<file path="config.mk">
export PLATFORM = sky130hd
export DESIGN_NAME = revo_trigger_encoder_509
export DESIGN_NICKNAME = d
export VERILOG_FILES = /design/src/rtl/revo_trigger_encoder_509.sv
export SDC_FILE = /design/constraint.sdc
export NUM_CORES = 1
export LEC_CHECK = 0
export ABC_AREA = 1
export CORE_MARGIN = 5
export CORE_UTILIZATION = 46
export DETAILED_ROUTE_END_ITERATION = 8
export PLACE_DENSITY = 0.7
export REMOVE_ABC_BUFFERS = 1
export SLEW_MARGIN = 5
export SYNTH_ARGS = -nofsm -noshare
export SYNTH_HDL_FRONTEND = slang
export SYNTH_SLANG_ARGS = --single-unit
export TNS_END_PERCENT = 20
</file>
<file path="constraint.sdc">
create_clock -name clock -period 1.2 [get_ports clock]
set_clock_uncertainty 0.1 [all_clocks]
set_input_delay 0.18 -clock clock [delete_from_list [all_inputs] [get_ports clock]]
set_output_delay 0.18 -clock clock [all_outputs]
set_load 0.05 [all_outputs]
</file>
<file path="src/rtl/revo_trigger_encoder_509.sv">
// Revolution-marker trigger encoder for the 509 MHz RF clock domain.
// Emits a clock/4 reference, its trigger-encoded copy and a flag word.
module revo_trigger_encoder_509 #(
  parameter int          TRGSTREAM_WIDTH  = 12,
  parameter int          TRG_MAX_DURATION = 6,
  parameter logic [7:0]  WORD_TRG         = 8'hF4,
  parameter logic [7:0]  WORD_IDLE        = 8'hF2
) (
  input  logic       clock,
  input  logic       reset,
  input  logic       revo_in,
  output logic       clock127_out,
  output logic       trg_out,
  output logic       trg_copy_out,
  output logic       trg_n_out,
  output logic       long_revo,
  output logic [7:0] word_out,
  output logic [3:0] phase_out
);

  localparam int W  = TRGSTREAM_WIDTH;
  localparam int LW = TRG_MAX_DURATION;
  localparam int UW = W - LW;

  logic [3:0]    phase_q, phase_d;
  logic [W-1:0]  history_q, history_d;
  logic [UW-1:0] upper_q, upper_d;
  logic [LW-1:0] lower_q, lower_d;
  logic          u_q, u_d;
  logic          l_q, l_d;
  logic          should_q, should_d;
  logic          trg_q, trg_d;
  logic          trg_n_q, trg_n_d;
  logic          clk_q, clk_d;
  logic          tout_q, tout_d;
  logic [7:0]    word_q, word_d;

  always_comb begin
    phase_d   = {phase_q[2:0], phase_q[3]};
    history_d = {history_q[W-2:0], revo_in};
    upper_d   = upper_q;
    lower_d   = lower_q;
    u_d       = u_q;
    l_d       = l_q;
    should_d  = should_q;
    trg_d     = trg_q;
    trg_n_d   = trg_n_q;
    unique case (1'b1)
      phase_q[0]: begin
        trg_d   = should_q;
        trg_n_d = ~should_q;
        upper_d = history_q[W-1:LW];
        lower_d = history_q[LW-1:0];
      end
      phase_q[1]: begin
        u_d = |upper_q;
        l_d = |lower_q;
      end
      phase_q[2]: should_d = 1'b0;
      phase_q[3]: if (l_q) should_d = 1'b1;
      default: ;
    endcase
    // encode against the trigger value that lands on this same edge
    clk_d  = phase_q[3] | phase_q[0];
    tout_d = clk_d ^ trg_d;
    word_d = trg_d ? WORD_TRG : WORD_IDLE;
  end

  always_ff @(posedge clock or negedge reset) begin
    if (!reset) begin
      phase_q   <= 4'b0001;
      history_q <= '0;
      upper_q   <= '0;
      lower_q   <= '0;
      u_q       <= 1'b0;
      l_q       <= 1'b0;
      should_q  <= 1'b0;
      trg_q     <= 1'b0;
      trg_n_q   <= 1'b1;
      clk_q     <= 1'b0;
      tout_q    <= 1'b0;
      word_q    <= WORD_IDLE;
    end else begin
      phase_q   <= phase_d;
      history_q <= history_d;
      upper_q   <= upper_d;
      lower_q   <= lower_d;
      u_q       <= u_d;
      l_q       <= l_d;
      should_q  <= should_d;
      trg_q     <= trg_d;
      trg_n_q   <= trg_n_d;
      clk_q     <= clk_d;
      tout_q    <= tout_d;
      word_q    <= word_d;
    end
  end

  assign clock127_out = clk_q;
  assign trg_out      = tout_q;
  assign trg_copy_out = trg_q;
  assign trg_n_out    = trg_n_q;
  assign long_revo    = u_q;
  assign word_out     = word_q;
  assign phase_out    = phase_q;

endmodule

</file>
==> reports/metrics.cfg <==
[timing]
setup_viol = 8
fmax_mhz = 707
rsz0062_at_grt = yes
whs_ps = 105
drv_slew = 0
finalHoldViolCount = 0
fin_crit_sh_pct = 118
fin_crit_ps = 1420
fin_ws_ps = -215

[clocking]
clock_sinks = 36
cts-buffers-inserted = 5
htreeDepth = 2
clock_latency_ps = 330
cts_tree = done
root_buffer = clkbuf_4
clk_pin_slew_ps = 100
cts_hold_buf = 0
cts_buffer_depth = 2

[placement]
pre_cts_ws_ps = 52.5
placed_cell_area_sq_um = 1510
place_congestion = 0.727
dp_hpwl_microns = 1300
port_buffers = 13
dp.cells = 156

[finish]
layout-drive-gt1-share_pct = 21.5
final_cell_mix = nand2_1, dfrtp_1, buf_12
layout_commonest_cell = nand2_1
stdcell_count = 166
finalInstanceArea_sq_um = 1590
syn_to_final_growth_pct = 27.1
antennaDiodeCount = 0
nets = 137
fill_cells = 222

[synth]
synth.yosys.seq_area_share_pct = 72.2
synth_warnings = 0
avgSynthCellArea_sq_um = 10.8
synth_compound_area_share_pct = 0.799
syn_area_sq_um = 1250
synth_xor_area_share_pct = 0
synth_fa_ha_area_share_pct = 0
synth_cell_types = 12
synth_top_family_by_area = simple AND/OR/NAND/NOR gates
synth_cells = 116
yosys.area_share.simple_pct = 18.9
netlist.area_leader.share_pct = 65.9
synthMuxAreaShare_pct = 0
synth_area_leaders = dfrtp_1, nand2_1, dfstp_2
synth_area_leader_cell = dfrtp_1
yosys_register_bits = 36

[detailed_routing]
firstDrtPassIters = 4
drtIter0Drc = 16
num_vias = 749
postRouteWirelength_microns = 1940
vias_per_cell = 4.51
wl_per_cell_microns = 11.7
drtAntennaViolNets = 0
drc = 0

[worst_setup_path]
worstPathArrival_ps = 1140
start_kind = flop
path_class = flop to output port
worstPathRequired_ps = 920
cp_max_fo = 2
end_kind = output port

[die]
rows = 19
core_sq_um = 2690
ios = 20
die_x_microns = 62.2
start_util_pct = 46.6
dieArea_sq_um = 3870
fp.dieH_microns = 62.2

[power_and_ir_drop]
vdd_ir_drop_max_mv = 1.20
p_per_area_nw_per_um2 = 1240
power_frac_comb_pct = 3.9
seq_power_share_pct = 62.9
power_frac_clock_pct = 33.2
swShare_pct = 22.4
power.internal_mw = 1.53
switching_power_mw = 0.444
power.leakage_nw = 0.808

[grt]
antenna_found_initial = 0
grt_pass1_wl_microns = 3570
grt_pass1_vias = 763
grt_start_max_net_pins = 37
gr-total-overflow = 0
grt_use_total_pct = 11.9

[min_path]
hold_path.class = primary input to asynchronous set/reset pin

[run]
drv_cap = 0

[status]
violations = setup timing
status = complete, but fails checks

==> cell usage after synthesis <==
library cell,n
nand2_1,48
dfrtp_1,33
nor2_1,12
buf_4,9
dfstp_2,3
inv_1,3
conb_1,2
o21ai_0,2
buf_6,1
inv_2,1
nand3_1,1
nand4_1,1
==> through the flow <==
step / setup TNS (ps) / power, mW / util, %
2_1_floorplan: -2330 / 1.30 / -
3_3_place_gp: 0 / 1.34 / 56.1
3_5_place_dp: 0 / 1.34 / 56.1
4_1_cts: -769 / 2.00 / 59.2
5_1_grt: -1230 / 2.08 / 59.2
6_report: -573 / 1.98 / 59.2
==> final timing paths <==
path                                    from           end  slack (ps)  cells past startpoint
max in group asynchronous              reset   word_out[1]         650                      2
worst max register to register  phase_out[0]       trg_out          30                      5
worst max-delay path            phase_out[0]  phase_out[0]        -220                      2
worst min register to register  history_q[4]  history_q[5]         290                      0
min in group clock                   revo_in  history_q[0]         180                      1
worst min-delay path                   reset  history_q[9]         100                      2
==> power by group through the flow <==
stage	Clock, mW	Sequential [mW]	Combinational [mW]
after global routing	0.749	1.25	0.0835
after CTS	0.681	1.24	0.0777
after floorplan	0	1.26	0.0405
after detailed placement	0	1.27	0.0778
final	0.657	1.24	0.0761
after global placement	0	1.27	0.0765
==> layer usage <==
metal  GRT usage, %  part of all wire [%]
met1           14.7                    44
met2           17.4                    48
met3           6.49                   5.8
met4           4.88                   2.1
met5              0                     0
==> state kept, by name, summed over array words and instances (netlist names) <==
signal / cells
l_q: 1
should_q: 1
phase_out: 4
history_q: 12
lower_q: 6
clock127_out: 1
trg_out: 1
trg_n_out: 1
long_revo: 1
upper_q: 6
word_out: 2
==> area by class of cell <==
cell class | count | area [sq um] | share of cell area [%]
flip-flops and latches | 36 | 908 | 57.1
repair buffers | 17 | 295 | 18.6
multi-input cells | 70 | 269 | 16.9
clock buffers | 7 | 55.1 | 3.46
well taps | 31 | 38.8 | 2.44
inverters | 4 | 17.5 | 1.10
clock inverters | 1 | 7.51 | 0.472
==> what timing repair did <==
action | 4_1_cts | 5_1_grt
gates cloned | 0 | 0
buffers inserted | 2 | 0
resized for setup | 3 | 1
pin swaps | 0 | 0
setup endpoints to repair | 9 | 14
==> kinds of logic (layout without fill, tap and decap cells) <==
group,Yosys count,count (layout)
compound gates,2,2
simple gates,62,62
other cells,2,6
buf+inv,14,29
flops,36,36
==> critical path, cell delays in order (launching register included) <==
cell and delay, ps:
dfstp_2 570, buf_12 110, buf_12 120
Note: power is estimated with default switching activity, not from simulation.
